==> config.mk <==
export PLATFORM = sky130hd
export DESIGN_NAME = sprite_blitter
export DESIGN_NICKNAME = d
export VERILOG_FILES = /design/src/rtl/sprite_blitter.sv
export SDC_FILE = /design/constraint.sdc
export NUM_CORES = 1
export LEC_CHECK = 0
export CAP_MARGIN = 25
export CORE_MARGIN = 2
export CORE_UTILIZATION = 50
export CTS_CLUSTER_SIZE = 24
export DETAILED_ROUTE_END_ITERATION = 7
export GPL_TIMING_DRIVEN = 0
export PLACE_DENSITY = 0.75
export SETUP_SLACK_MARGIN = 0.1
export SYNTH_ARGS = -nofsm -noshare
export SYNTH_HDL_FRONTEND = slang
export SYNTH_SLANG_ARGS = --single-unit
==> constraint.sdc <==
create_clock -name Clk -period 18.4 [get_ports Clk]
set_clock_uncertainty 0.05 [all_clocks]
set_input_delay 5.52 -clock Clk [delete_from_list [all_inputs] [get_ports Clk]]
set_output_delay 5.52 -clock Clk [all_outputs]
set_load 0.01 [all_outputs]
==> src/rtl/sprite_blitter.sv <==
// Copies one BLIT_W x BLIT_H sprite tile from a synchronous ROM into the frame buffer,
// skipping KEY_COLOR pixels and clipping off-screen ones. Define SPRITE_BLITTER_MIRROR_EN for flip_x.
module sprite_blitter #(
  parameter int          SHEET_W   = 38,
  parameter int          BLIT_W    = 20,
  parameter int          BLIT_H    = 16,
  parameter int          FB_W      = 640,
  parameter int          FB_H      = 480,
  parameter logic [23:0] KEY_COLOR = 24'h00ff00
) (
  input  logic        Clk,
  input  logic        Reset_n,
  input  logic        start,
  input  logic [18:0] src_base,
  input  logic [9:0]  dst_x,
  input  logic [9:0]  dst_y,
`ifdef SPRITE_BLITTER_MIRROR_EN
  input  logic        flip_x,
`endif
  output logic        busy,
  output logic        done,
  output logic [18:0] rom_addr,
  input  logic [23:0] rom_data,
  output logic [18:0] fb_addr,
  output logic [23:0] fb_data,
  output logic        fb_we,
  input  logic        fb_ready
);

  typedef enum logic [2:0] {
    S_IDLE  = 3'd0,
    S_ADDR  = 3'd1,
    S_DATA  = 3'd2,
    S_WRITE = 3'd3,
    S_DONE  = 3'd4
  } state_t;

  localparam logic [9:0] LAST_COL = 10'(BLIT_W - 1);
  localparam logic [9:0] LAST_ROW = 10'(BLIT_H - 1);

  state_t      state_r, state_s, adv_state_s;
  logic [18:0] base_r, base_s;
  logic [9:0]  dx_r, dx_s, dy_r, dy_s;
  logic [9:0]  row_r, row_s, col_r, col_s;
  logic [9:0]  adv_row_s, adv_col_s;
  logic        flip_s;
  logic        write_s;
  logic [10:0] x_sum_s, y_sum_s;
  logic        visible_s;
  logic [18:0] rom_addr_s, fb_addr_s;
  logic        busy_r, done_r, fb_we_r;
  logic [18:0] rom_addr_r, fb_addr_r;
  logic [23:0] fb_data_r;

  // Source address wraps modulo 2^19; a mirrored fetch reads the tile right to left.
  function automatic logic [18:0] src_addr(input logic [18:0] base, input logic [9:0] row,
                                           input logic [9:0] col, input logic flip);
    logic [9:0] scol;
    scol = flip ? (LAST_COL - col) : col;
    return base + 19'(row) * 19'(SHEET_W) + 19'(scol);
  endfunction

`ifdef SPRITE_BLITTER_MIRROR_EN
  logic flip_r;
  assign flip_s = (state_r == S_IDLE && start) ? flip_x : flip_r;

  // Latch the mirror request together with the other start arguments.
  always_ff @(posedge Clk or negedge Reset_n) begin
    if (!Reset_n) flip_r <= 1'b0;
    else          flip_r <= flip_s;
  end
`else
  assign flip_s = 1'b0;
`endif

  assign x_sum_s    = {1'b0, dx_r} + {1'b0, col_r};
  assign y_sum_s    = {1'b0, dy_r} + {1'b0, row_r};
  assign visible_s  = (x_sum_s < 11'(FB_W)) && (y_sum_s < 11'(FB_H));
  assign fb_addr_s  = 19'(y_sum_s) * 19'(FB_W) + 19'(x_sum_s);
  assign rom_addr_s = src_addr(base_s, row_s, col_s, flip_s);

  // Row-major step to the next pixel, or finish after the bottom-right one.
  always_comb begin
    adv_row_s   = row_r;
    adv_col_s   = col_r;
    adv_state_s = S_ADDR;
    if (col_r != LAST_COL) begin
      adv_col_s = col_r + 10'd1;
    end else if (row_r != LAST_ROW) begin
      adv_col_s = 10'd0;
      adv_row_s = row_r + 10'd1;
    end else begin
      adv_state_s = S_DONE;
    end
  end

  // Next-state logic for the blit sequencer.
  always_comb begin
    state_s = state_r;
    base_s  = base_r;
    dx_s    = dx_r;
    dy_s    = dy_r;
    row_s   = row_r;
    col_s   = col_r;
    write_s = 1'b0;
    case (state_r)
      S_IDLE: begin
        if (start) begin
          base_s  = src_base;
          dx_s    = dst_x;
          dy_s    = dst_y;
          row_s   = 10'd0;
          col_s   = 10'd0;
          state_s = S_ADDR;
        end else begin
          state_s = S_IDLE;
        end
      end
      S_ADDR: state_s = S_DATA;
      S_DATA: begin
        if (rom_data == KEY_COLOR || !visible_s) begin
          row_s   = adv_row_s;
          col_s   = adv_col_s;
          state_s = adv_state_s;
        end else begin
          write_s = 1'b1;
          state_s = S_WRITE;
        end
      end
      S_WRITE: begin
        if (fb_ready) begin
          row_s   = adv_row_s;
          col_s   = adv_col_s;
          state_s = adv_state_s;
        end else begin
          state_s = S_WRITE;
        end
      end
      S_DONE:  state_s = S_IDLE;
      default: state_s = S_IDLE;
    endcase
  end

  // State, latched arguments and registered outputs, all derived from the next state.
  always_ff @(posedge Clk or negedge Reset_n) begin
    if (!Reset_n) begin
      state_r    <= S_IDLE;
      base_r     <= 19'd0;
      dx_r       <= 10'd0;
      dy_r       <= 10'd0;
      row_r      <= 10'd0;
      col_r      <= 10'd0;
      busy_r     <= 1'b0;
      done_r     <= 1'b0;
      fb_we_r    <= 1'b0;
      rom_addr_r <= 19'd0;
      fb_addr_r  <= 19'd0;
      fb_data_r  <= 24'd0;
    end else begin
      state_r <= state_s;
      base_r  <= base_s;
      dx_r    <= dx_s;
      dy_r    <= dy_s;
      row_r   <= row_s;
      col_r   <= col_s;
      busy_r  <= (state_s == S_ADDR) || (state_s == S_DATA) || (state_s == S_WRITE);
      done_r  <= (state_s == S_DONE);
      fb_we_r <= (state_s == S_WRITE);
      if (state_s == S_ADDR) rom_addr_r <= rom_addr_s;
      if (write_s) begin
        fb_addr_r <= fb_addr_s;
        fb_data_r <= rom_data;
      end
    end
  end

  assign busy     = busy_r;
  assign done     = done_r;
  assign fb_we    = fb_we_r;
  assign rom_addr = rom_addr_r;
  assign fb_addr  = fb_addr_r;
  assign fb_data  = fb_data_r;

endmodule

Yosys cells after proc, flatten, opt, wreduce, memory -nomap -nowiden
Cells that the tools add are included.
Cells by class
  add/sub/neg operators: 7
  multipliers: 2
  order comparisons: 2
  equal/unequal tests: 10
  muxes and demuxes: 22
  reductions and logical operators: 7
Operator list (number)
  two-way mux 10 bit: 10
  case mux 10 bit (3 select lines): 2
  two-way mux 19 bit: 2
  equality test 24 x 16 -> 1 bit (second input constant): 1
  adder 10 x 10 -> 11 bit: 2
  adder 10 x 1 -> 10 bit (second input constant): 2
  adder 19 x 10 -> 19 bit: 1
  adder 19 x 11 -> 19 bit: 1
  adder 19 x 16 -> 19 bit: 1
  multiplier 10 x 5 -> 15 bit (second input constant): 1
  equality test 3 x 2 -> 1 bit (second input constant): 4
  multiplier 11 x 3 -> 12 bit (second input constant): 1
  two-way mux 3 bit: 4
  case mux 3 bit (4 select lines): 1
  less-than comparator 11 x 10 -> 1 bit (second input constant): 1
  less-than comparator 11 x 9 -> 1 bit (second input constant): 1
  inequality test 10 x 4 -> 1 bit (second input constant): 1
  inequality test 10 x 5 -> 1 bit (second input constant): 1
  equality test 3 x 1 -> 1 bit (second input constant): 2
  equality test 3 bit (second input constant): 1
  logical NOT 3 bit: 1
  logical OR 1 bit: 3
  two-way mux 1 bit: 3
  AND reduction 2 bit: 1
  other kinds (2): 2
Storage, ports and cells
  register bits: 127
  bits of input ports: 67
  output and inout port bits: 65
  logic and storage cells: 62

Longest topological paths before layout
Gate-level depths: netlist of run 1.
  depth in word-level cells: 10
  depth in mapped cells: 35
  depth with buffers taken out: 33

Worst setup path before layout of run 1
Ideal clock, no wire load.
  kind: input port to flip-flop
  start point: input port rom_data[5]
  end point: register rom_addr_r[18], in the netlist rom_addr[18]
  library setup time: 119 ps
  arrival: 11586 ps
  data required time: 18231 ps
  slack: 6645 ps
  cell stages on the path: 28
  path buffers: 2
  cell sequence: or4b_2 > o31ai_1 > a2111oi_4 > nand4b_2 > o21ai_4 > buf_4 > buf_6 > o41ai_1 > ha_1 > ha_1 > xnor2_1 > ha_1 > o21ai_0 > a21boi_0 > o21ai_0 > nand2_1 > xnor2_1 > fa_1 > inv_1 > ha_1 > a21oi_1 > nand2b_1 > a2bb2oi_1 > a41oi_1 > a21oi_1 > a41o_1 > xnor2_1 > o21ai_2
Between the ends
  longest elaborated chain between the ends: 7
  elaborated cells on any way between the ends: 12
  those cells by class: add/sub: 2; mul: 1; eq/ne: 2; mux: 6; reduce/logical: 1
RTL lines
  start: declaration: line 23  | input logic [23:0] rom_data,
  equality test 24 x 16 -> 1 bit: line 121  | if (rom_data == KEY_COLOR || !visible_s) begin
  logical OR 1 bit: line 121
  two-way mux 10 bit: line 121
  case mux 10 bit (3 select lines): line 106  | case (state_r)
  via row_s[4]: line 44  | logic [9:0] row_r, row_s, col_r, col_s;
  multiplier 10 x 5 -> 15 bit: line 60  | return base + 19'(row) * 19'(SHEET_W) + 19'(scol);
  adder 19 x 16 -> 19 bit: line 60
  adder 19 x 10 -> 19 bit: line 60
  end signal: assignment: line 169  | if (state_s == S_ADDR) rom_addr_r <= rom_addr_s;
  end: declaration: line 52  | logic [18:0] rom_addr_r, fb_addr_r;
The timed path passes the listed nets, and every way through them passes these cells.
A chain may end at the register's enable or synchronous reset.

Worst setup path in the final report of run 1
  start point: input port rom_data[5]
  end point: register rom_addr_r[17], in the netlist rom_addr[17]
Same word-level chain as after synthesis.

==> flow_summary.json, run 1 <==
{
  "port_buffers": 131,
  "relSlewSlack": 0.328,
  "numCtsBuffers": 17,
  "die-area_mm2": 0.0185,
  "yosysWarnings": 0,
  "finalCritPeriodShare": 0.697,
  "reg2reg_to": "rom_addr[17]",
  "critPathLaunch": "rom_data[5]",
  "rr_worst_depth": 28,
  "rsz0062_at_grt": "no",
  "fp.coreArea_mm2": 0.0172,
  "status": "finished, final reports clean",
  "cts_resized": 0,
  "initial_core_util": 0.508,
  "clock_path_buffers": 2,
  "p_sw_frac": 0.393,
  "netlist_instances": 831,
  "async_reset_ff_frac": 1.00,
  "p_leak_nw": 5.05,
  "cap_violations": 0,
  "ys_seq_area_frac": 0.364,
  "final_layout_size_suffix_gt1_frac": 0.162,
  "gp_congestion": 0.811,
  "power_density_mw_per_mm2": 183,
  "firstDrtPassIters": 6,
  "power_frac_comb": 0.581,
  "gr-usage-met2": 0.360,
  "grt_use_met1": 0.290,
  "hp-start": "state_r[2]",
  "p_int_mw": 1.23,
  "grt_pass1_vias": 6586,
  "io_pins": 132,
  "crit_path_max_fanout": 10,
  "clock.fmax_mhz": 77.9,
  "diodes": 0,
  "n_fill_cell": 1410,
  "wl_per_cell_um": 15.7,
  "power_mw": 2.02,
  "die_h_um": 136,
  "setup_ws_ns": 5.57,
  "synth-main-ff-cell": "dfrtp_1",
  "clkLatencyLatePin_ns": 0.43,
  "syn_to_final_growth_pct": 26.1,
  "grt_start_max_net_pins": 77,
  "ys_ff_latch": 127,
  "std_cell_rows": 48,
  "cts-htree-levels": 4,
  "cp.required_ns": 18.66,
  "setup_viol": 0,
  "period_needed_ns": 12.83,
  "crit_path_end": "rom_addr[17]",
  "cts_num_sinks": 127,
  "ant_nets": 0,
  "root_buffer": "clkbuf_16",
  "tightest_slew_ns": 0.994,
  "grt_first_pass_wirelength_um": 31700,
  "cts_tree": "built",
  "gr-total-overflow": 0,
  "synth_edf_count": 0,
  "slew_violations": 0,
  "dpl.hpwl_um": 14600,
  "antenna_found_initial": 0,
  "setup_tns_ns": 0,
  "synth_area_per_cell_um2": 10.5,
  "viasPerCell": 5.41,
  "cts_setup_buffers": 0,
  "timing.rr.start": "row_r[0]",
  "drcViolationCount": 0,
  "fin_util": 0.641,
  "fin_nets": 1158,
  "p_sw_mw": 0.794,
  "drt_iter0_drc": 217,
  "routed_wl_um": 19100,
  "synth_cell_types": 70,
  "mappedNetlistArea_mm2": 0.00873,
  "crit_path_end_kind": "register",
  "grt.busiest_layer": "met2",
  "vdd_drop_max_mv": 0.102,
  "holdBufCountCts": 0,
  "hold_viol": 0,
  "track_usage": 0.217,
  "die_w_um": 136,
  "crit_arrival_ns": 13.10,
  "synth_nets": 1007,
  "crit_path_start_kind": "input pin",
  "place_ws_ns": 5.20,
  "clockPowerShare": 0.187,
  "use_met3": 0.0455,
  "regToRegSetupSlack_ns": 10.09,
  "hp-class": "reg2reg",
  "power_frac_seq": 0.232,
  "clk_pin_slew_ns": 0.06,
  "via_count": 6600,
  "criticalPathCategory": "in2reg"
}
==> area by class of cell <==
| type | instances | area [um2] | share of cell area |
|---|---|---|---|
| clock inverters | 15 | 231 | 0.0210 |
| well taps | 225 | 282 | 0.0256 |
| repair buffers | 132 | 1340 | 0.122 |
| clock buffers | 17 | 425 | 0.0387 |
| plain buffers | 20 | 136 | 0.0124 |
| inverters | 64 | 240 | 0.0218 |
| flip-flops and latches | 127 | 3180 | 0.289 |
| multi-input cells | 620 | 5170 | 0.470 |
==> placed cells by master, fill, tap and decap left out, types with 8 or more instances in the layout <==
cell	count
clkdlybuf4s50_1	130
o21ai_2	17
a21o_1	17
o31ai_1	8
nand2_2	9
dfrtp_1	127
mux2_2	66
clkbuf_16	17
xor2_1	15
nor2_1	51
nand2b_1	12
a21oi_1	46
nor3_1	16
xnor2_1	36
o21ai_0	34
ha_1	90
nor2b_1	12
nand3_1	16
nand2_1	37
clkbuf_1	8
inv_1	64
fa_1	19
==> registers in the layout, summed over array words and instances (netlist names) <==
signal,count
col_r,10
base_r,19
fb_we,1
row_r,10
rom_addr,19
done,1
dx_r,10
state_r,3
busy,1
fb_addr,19
dy_r,10
fb_data,24
==> power by group through the flow <==
| stage | Clock [mW] | Sequential, mW | Combinational [mW] |
|---|---|---|---|
| after global placement | 0 | 0.471 | 1.14 |
| after CTS | 0.384 | 0.470 | 1.18 |
| after global routing | 0.397 | 0.482 | 1.30 |
| after detailed placement | 0 | 0.474 | 1.16 |
| final | 0.378 | 0.468 | 1.17 |
| after floorplan | 0 | 0.495 | 0.806 |
==> cell families (layout without fill, tap and decap cells) <==
group | after synthesis | in the layout | synth area share
adder cells (fa/ha/maj) | 109 | 109 | 0.173
AND/OR/NAND/NOR | 194 | 194 | 0.115
flip-flops | 127 | 127 | 0.364
buffers and inverters | 84 | 248 | 0.0432
multiplexers | 76 | 76 | 0.0972
XOR/XNOR | 51 | 51 | 0.0512
AO/OA/AOI/OAI | 190 | 190 | 0.157
==> cell usage after synthesis, types with 8 or more instances <==
library cell  number  area (um2)
dfrtp_1          127        3180
ha_1              90        1130
mux2_2            66         743
inv_1             64         240
nor2_1            51         191
a21oi_1           46         230
nand2_1           37         139
xnor2_1           36         315
o21ai_0           34         170
fa_1              19         380
a21o_1            17         128
o21ai_2           17         149
nand3_1           16        80.1
nor3_1            16        80.1
xor2_1            15         131
nand2b_1          12        75.1
nor2b_1           12        75.1
nand2_2            9        56.3
clkbuf_1           8        30.0
o31ai_1            8        60.1
==> through the flow <==
stage	instance area (um2)	hold WS, ns	std cells
global placement	10300	0.407	1187
floorplan	8730	0.363	831
global route	11000	0.450	1220
detailed placement	10300	0.415	1188
finish	11000	0.406	1220
CTS	11000	0.412	1220
==> worst max-delay path, stage by stage <==
cell	delay [ns]
clkdlybuf4s50_1	0.43
or4b_2	0.70
o31ai_1	0.40
a2111oi_4	0.12
nand4b_2	0.20
o21ai_4	0.13
buf_4	0.20
buf_6	0.14
o41ai_1	0.89
ha_1	0.38
ha_1	0.33
xnor2_1	0.16
ha_1	0.35
o21ai_0	0.11
a21boi_0	0.25
nor2_1	0.10
fa_1	0.45
ha_1	0.34
a211o_1	0.29
o211ai_1	0.24
a21oi_1	0.13
o41ai_1	0.48
o21ai_0	0.27
a31oi_1	0.27
xnor2_1	0.16
o21ai_2	0.06
==> worst min path at each step <==
stage | end | slack, ns | cells past startpoint
finish | state_r[1] | 0.41 | 1
global route | state_r[1] | 0.45 | 1
CTS | state_r[1] | 0.41 | 1
detailed placement | state_r[1] | 0.42 | 1
global placement | state_r[1] | 0.41 | 1
floorplan | state_r[1] | 0.36 | 1
==> metal layers <==
metal / wire (um) / share of wire
met1: 8960 / 0.47
met2: 9180 / 0.48
met3: 778 / 0.041
met4: 202 / 0.011
met5: 0 / 0
Note: power is estimated with default switching activity, not from simulation.
==> inputs of run 2 (changes only) <==
Clock period 18.4 ns to 12.1 ns, I/O delays scaled along.
==> results of run 2 <==
Same layout as run 1 (identical final DEF). Status: finished, final reports clean.
Among the figures that moved: setup slack after placement 5.20 ns -> 0.790 ns; setup slack after layout 5.57 ns -> 1.16 ns; register-to-register setup slack 10.09 ns -> 3.79 ns; total power 2.02 mW -> 3.07 mW; worst IR drop on VDD 0.102 mV -> 0.154 mV
